File: src/rtl/instruction_fetch.sv
// Fetch stage: pulls bytes from an 8-bit memory port and packs them into 24-bit big-endian
// instructions, which are queued in a small prefetch FIFO ahead of the pipeline.
module instruction_fetch #(
  parameter int unsigned ADDR_WIDTH = 16,
  parameter int unsigned FIFO_DEPTH = 4,
  parameter logic [ADDR_WIDTH-1:0] RESET_PC = '0
) (
  input  logic                  clk,
  input  logic                  reset,
  output logic [ADDR_WIDTH-1:0] mem_address,
  output logic                  mem_read,
  input  logic [7:0]            mem_data,
  input  logic                  mem_ready,
  input  logic                  jump_valid,
  input  logic [ADDR_WIDTH-1:0] jump_target,
  output logic [23:0]           next_instruction,
  output logic                  next_instruction_available,
  input  logic                  ready_for_next_instruction,
  output logic [ADDR_WIDTH-1:0] instruction_address
);
  localparam int unsigned PTR_W = (FIFO_DEPTH > 1) ? $clog2(FIFO_DEPTH) : 1;
  localparam int unsigned CNT_W = PTR_W + 1;
  localparam logic [CNT_W-1:0] FULL_COUNT = CNT_W'(FIFO_DEPTH);

  typedef enum logic [1:0] {BYTE0, BYTE1, BYTE2} byte_state_t;

  byte_state_t           state_reg, state_next;
  logic [ADDR_WIDTH-1:0] fetch_pc_reg, fetch_pc_next;
  logic [ADDR_WIDTH-1:0] start_pc_reg, start_pc_next;
  logic [15:0]           partial_reg, partial_next;
  logic [PTR_W-1:0]      wr_ptr_reg, rd_ptr_reg;
  logic [CNT_W-1:0]      count_reg;
  logic [23:0]           instr_mem [FIFO_DEPTH];
  logic [ADDR_WIDTH-1:0] addr_mem [FIFO_DEPTH];
  logic                  accept, push, pop, fifo_empty;

  assign fifo_empty  = (count_reg == '0);
  assign mem_read    = !reset && (count_reg < FULL_COUNT);
  assign mem_address = fetch_pc_reg;
  assign accept      = mem_read && mem_ready;

  // A jump in flight hides the head so the pipeline never consumes a stale instruction.
  assign next_instruction_available = !fifo_empty && !jump_valid;
  assign pop                 = next_instruction_available && ready_for_next_instruction;
  assign next_instruction    = fifo_empty ? '0 : instr_mem[rd_ptr_reg];
  assign instruction_address = fifo_empty ? '0 : addr_mem[rd_ptr_reg];

  always_comb begin
    state_next    = state_reg;
    fetch_pc_next = fetch_pc_reg;
    start_pc_next = start_pc_reg;
    partial_next  = partial_reg;
    push          = 1'b0;
    if (jump_valid) begin
      state_next    = BYTE0;
      fetch_pc_next = jump_target;
      start_pc_next = jump_target;
    end else if (accept) begin
      fetch_pc_next = fetch_pc_reg + ADDR_WIDTH'(1);
      unique case (state_reg)
        BYTE0: begin
          partial_next[15:8] = mem_data;
          state_next         = BYTE1;
        end
        BYTE1: begin
          partial_next[7:0] = mem_data;
          state_next        = BYTE2;
        end
        BYTE2: begin
          push          = 1'b1;
          state_next    = BYTE0;
          start_pc_next = fetch_pc_reg + ADDR_WIDTH'(1);
        end
        default: state_next = BYTE0;
      endcase
    end
  end

  always_ff @(posedge clk or posedge reset) begin
    if (reset) begin
      state_reg    <= BYTE0;
      fetch_pc_reg <= RESET_PC;
      start_pc_reg <= RESET_PC;
      partial_reg  <= '0;
      wr_ptr_reg   <= '0;
      rd_ptr_reg   <= '0;
      count_reg    <= '0;
    end else begin
      state_reg    <= state_next;
      fetch_pc_reg <= fetch_pc_next;
      start_pc_reg <= start_pc_next;
      partial_reg  <= partial_next;
      if (jump_valid) begin
        wr_ptr_reg <= '0;
        rd_ptr_reg <= '0;
        count_reg  <= '0;
      end else begin
        if (push) wr_ptr_reg <= wr_ptr_reg + PTR_W'(1);
        if (pop)  rd_ptr_reg <= rd_ptr_reg + PTR_W'(1);
        if (push && !pop)      count_reg <= count_reg + CNT_W'(1);
        else if (pop && !push) count_reg <= count_reg - CNT_W'(1);
      end
    end
  end

  // Storage needs no reset: entries are only visible while counted as occupied.
  always_ff @(posedge clk) begin
    if (push) begin
      instr_mem[wr_ptr_reg] <= {partial_reg, mem_data};
      addr_mem[wr_ptr_reg]  <= start_pc_reg;
    end
  end

endmodule

File: config.mk
export PLATFORM = sky130hd
export DESIGN_NAME = instruction_fetch
export DESIGN_NICKNAME = d
export VERILOG_FILES = /design/src/rtl/instruction_fetch.sv
export SDC_FILE = /design/constraint.sdc
export NUM_CORES = 1
export LEC_CHECK = 0
export BUFFER_PORTS_ARGS = -buffer_cell sky130_fd_sc_hd__clkbuf_2
export CORE_MARGIN = 5
export CORE_UTILIZATION = 55
export DETAILED_ROUTE_END_ITERATION = 16
export PLACE_DENSITY = 0.75
export SYNTH_ARGS = -nofsm -noshare
export SYNTH_HDL_FRONTEND = slang
export SYNTH_SLANG_ARGS = --single-unit
File: constraint.sdc
create_clock -name clk -period 4.5 [get_ports clk]
set_input_delay 0.9 -clock clk [delete_from_list [all_inputs] [get_ports clk]]
set_output_delay 0.9 -clock clk [all_outputs]
set_load 0.005 [all_outputs]
==> summary.md <==
| Metric | Value |
|---|---|
| Starting density of the core | `0.564` |
| Largest cells by area after synthesis | `sky130_fd_sc_hd__edfxtp_1 (53%), sky130_fd_sc_hd__dfrtp_1 (16%), sky130_fd_sc_hd__mux4_2 (10%)` |
| Pin count of the biggest net entering global routing | `53` |
| Mapped Nets | `574` |
| Post-synthesis share of cell area spent on full adders, half adders and majority gates | `0.00918` |
| Sink count of the clock tree | `217` |
| Hold Path Class | `flip-flop to flip-flop` |
| Max-capacitance violation count | `0` |
| Top Registers | `instr_mem (96), addr_mem (64)` |
| Asr flop ratio synth | `0.263` |
| Total power per unit cell area | `520 nW/um^2` |
| Clock network fraction of design power | `0.336` |
| Inserted Clock Buffers | `22` |
| Post-CTS setup buffers | `0` |
| Std-Cell Core Area | `15900 sq um` |
| Share of the cycle needed by the critical path after routing | `0.730` |
| Path type of the worst setup path | `flip-flop to output port` |
| Net count reported at finish | `665` |
| Top FF cell, synth | `sky130_fd_sc_hd__edfxtp_1` |
| Final-report hold violation count | `0` |
| IO Port Bufs | `86` |
| Post-detailed-route wirelength per cell | `20.3 um` |
| Portion of the post-synthesis area used by sequential elements | `0.693` |
| Antenna violations before repair | `0` |
| Final setup violation count | `0` |
| Instance count after placement with tap cells included | `822` |
| Estimated wirelength of the detail-placed design | `11300 um` |
| Launch point of the critical path | `rd_ptr_reg[0]` |
| Final Critical Period | `3.28 ns` |
| Largest voltage drop on the vdd net | `0.287 mV` |
| FF-to-FF path depth | `4` |
| Unrepaired setup endpoints after global routing | `false` |
| Critical register-to-register path startpoint | `count_reg[2]` |
| Internal power | `4.01 mW` |
| FF-to-FF End | `addr_mem[2][8]` |
| Number of synthesized flops with an enable pin | `160` |
| Buffers from clock root to sink, at most | `3` |
| Status | `finished clean` |
| 1st-pass router iterations | `5` |
| HP Start | `partial_reg[0]` |
| Endpoint of the worst setup timing path | `instruction_address[15]` |
| Via count of the first global-routing pass | `5092` |
| Count of final max-slew check failures | `0` |
| GRT Util Overall | `0.196` |
| Die Wd | `138 um` |
| Final Non-Filler Cells | `862` |
| Routed vias | `4836` |
| TritonCTS clock tree | `done` |
| Data required time at the worst endpoint | `3.60 ns` |
| Count of antenna-violating nets left after detailed routing | `0` |
| Sequential group share of total power | `0.466` |
| Vias per std cell | `5.61` |
| Final clock skew | `0.0136 ns` |
| Area delta synth->final | `15.7%` |
| Cell count after synthesis | `539` |
| Row count | `46` |
| CP Launch Type | `flip-flop` |
| Cell area after technology mapping | `8990 sq um` |
| Starting DRC count in detailed routing | `348` |
| Source-to-sink clock delay at the later pin of the worst-skew pair | `0.49 ns` |
| Fraction of final layout cells sized beyond drive strength 1 | `0.317` |
| Number of warning messages in the yosys log | `0` |
| Library cell used as clock root buffer | `sky130_fd_sc_hd__clkbuf_16` |
| Post-synthesis share of cell area spent on xor and xnor gates | `0.0349` |
| DRC Markers | `0` |
| FF+latch count, synth | `217` |
| Switching share of total power | `0.258` |
| Critical Path Fanout Max | `27` |
| Commonest non-fill, non-tap cell in the layout | `sky130_fd_sc_hd__edfxtp_1` |
| Register cell area after layout | `6230 sq um` |
| Maximum operating frequency | `305 MHz` |
| GRT overflow | `0` |
| Relative slew margins | `0.327` |
| Top-area cell type share of the netlist area | `0.534` |
| Area of the die | `19000 sq um` |
| N_diodes | `0` |
| CTS Hold Buffers Added | `0` |
| Portion of total power attributed to combinational logic | `0.198` |
| Syn Area/Cell | `16.7 sq um` |
| Sum of negative setup slack | `0 ns` |
| Most flops, register | `instr_mem` |
| Dominant combinational cell family by area after synthesis | `multiplexers` |
| R2R Setup Slk | `1.41 ns` |
| Post-CTS sizing | `0` |
| P_sw | `1.40 mW` |
| Highest-count cells in the layout ignoring fill and taps | `sky130_fd_sc_hd__edfxtp_1 (160), sky130_fd_sc_hd__clkbuf_2 (86), sky130_fd_sc_hd__dfrtp_1 (56)` |
| Portion of netlist area occupied by mux cells | `0.136` |
| Count of H-tree levels built during CTS | `1` |
| Number of top-level design ports | `87` |
| Area fraction in and, or, nand and nor cells after synthesis | `0.0793` |
| Flip-flop count of the largest register after layout | `96` |
| Total area of multi-input combinational cells | `2580 sq um` |
| Wire length of the first global-routing pass | `28400 um` |
| Total length of routed wires | `17500 um` |
| Height of the die | `138 um` |
| Critical path data arrival time | `2.38 ns` |
| Compound-gate portion of the synthesized area | `0.0262` |
| Distinct cell type count of the synthesized netlist | `42` |
| Weighted congestion at the end of routability-driven global placement | `0.849` |
| Slew @ Worst Pin | `1.01 ns` |
| Area leader, netlist | `sky130_fd_sc_hd__edfxtp_1` |
| Kind of end point of the critical path | `output port` |
| Leakage power of the design | `3.82 nW` |
| Register clock-pin slew on the reported worst setup and hold paths | `0.06 ns` |
| Number of filler instances in the final layout | `1128` |
## layer usage
metal | track usage | part of all wire
met1 | 0.278 | 0.43
met2 | 0.326 | 0.51
met3 | 0.0279 | 0.049
met4 | 0.0477 | 0.016
met5 | 0 | 0
## cell usage after synthesis, types with 2 or more instances
cell type	instances
sky130_fd_sc_hd__edfxtp_1	160
sky130_fd_sc_hd__dfrtp_1	57
sky130_fd_sc_hd__and2_1	41
sky130_fd_sc_hd__mux4_2	40
sky130_fd_sc_hd__nand2_1	38
sky130_fd_sc_hd__xor2_1	21
sky130_fd_sc_hd__o21ai_0	19
sky130_fd_sc_hd__nor2_1	18
sky130_fd_sc_hd__clkbuf_1	13
sky130_fd_sc_hd__xnor2_1	13
sky130_fd_sc_hd__nand3_1	12
sky130_fd_sc_hd__mux2_2	10
sky130_fd_sc_hd__mux2i_1	9
sky130_fd_sc_hd__buf_2	8
sky130_fd_sc_hd__mux2_4	8
sky130_fd_sc_hd__a21oi_1	7
sky130_fd_sc_hd__inv_1	7
sky130_fd_sc_hd__o21ai_1	7
sky130_fd_sc_hd__and3_1	6
sky130_fd_sc_hd__ha_1	5
sky130_fd_sc_hd__buf_1	4
sky130_fd_sc_hd__buf_6	4
sky130_fd_sc_hd__nor3_1	4
sky130_fd_sc_hd__a31oi_1	3
sky130_fd_sc_hd__nand4_1	3
sky130_fd_sc_hd__nor4_1	3
sky130_fd_sc_hd__nand3b_1	2
sky130_fd_sc_hd__nor3b_2	2
sky130_fd_sc_hd__or3_1	2
## critical path, cell delays in order, from the launching register on
cell	delay (ns)
sky130_fd_sc_hd__dfrtp_2	0.72
sky130_fd_sc_hd__buf_12	0.31
sky130_fd_sc_hd__mux4_2	0.55
sky130_fd_sc_hd__and2_1	0.18
sky130_fd_sc_hd__clkbuf_2	0.11
## cells by family (layout without fill, tap and decap cells)
kind of cell	Yosys count	count (layout)
XOR/XNOR	35	35
buffers and inverters	38	145
multiplexers	67	67
AND/OR/NAND/NOR	135	135
adder cells (fa/ha/maj)	6	6
flip-flops	217	217
AO/OA/AOI/OAI	41	41
## worst min-delay path by stage
stage | to | cells after the start
5_1_grt | instr_mem[1][8] | 0
6_report | instr_mem[1][8] | 0
4_1_cts | instr_mem[1][8] | 0
2_1_floorplan | instr_mem[0][10] | 0
3_5_place_dp | instr_mem[0][20] | 0
3_3_place_gp | instr_mem[2][12] | 0
## final cells by class
type                       instances  area share
sequential                       217       0.599
clock inverter                    11      0.0106
clock buffer                      29      0.0604
timing repair buffer              98      0.0536
inverter                           7     0.00253
multi-input combinational        284       0.248
tap                              216      0.0260
## per-stage QoR
stage | hold slack [ns] | total power, mW | setup slack, ns | cell area [sq um] | util
floorplan | 0.471 | 3.22 | 1.18 | 8990 | -
global placement | 0.489 | 3.62 | 0.893 | 9670 | 0.606
detailed placement | 0.505 | 3.66 | 0.808 | 9670 | 0.606
CTS | 0.515 | 5.47 | 1.12 | 10400 | 0.653
global route | 0.533 | 5.66 | 1.02 | 10400 | 0.653
finish | 0.517 | 5.41 | 1.22 | 10400 | 0.653
## power by group through the flow
| stage | Sequential (mW) | Clock (mW) | Combinational (mW) |
|---|---|---|---|
| floorplan | 2.47 | 0 | 0.756 |
| global placement | 2.54 | 0 | 1.08 |
| detailed placement | 2.56 | 0 | 1.10 |
| CTS | 2.52 | 1.84 | 1.10 |
| global route | 2.54 | 1.93 | 1.18 |
| finish | 2.52 | 1.82 | 1.07 |
(Power assumes the default switching activity.)
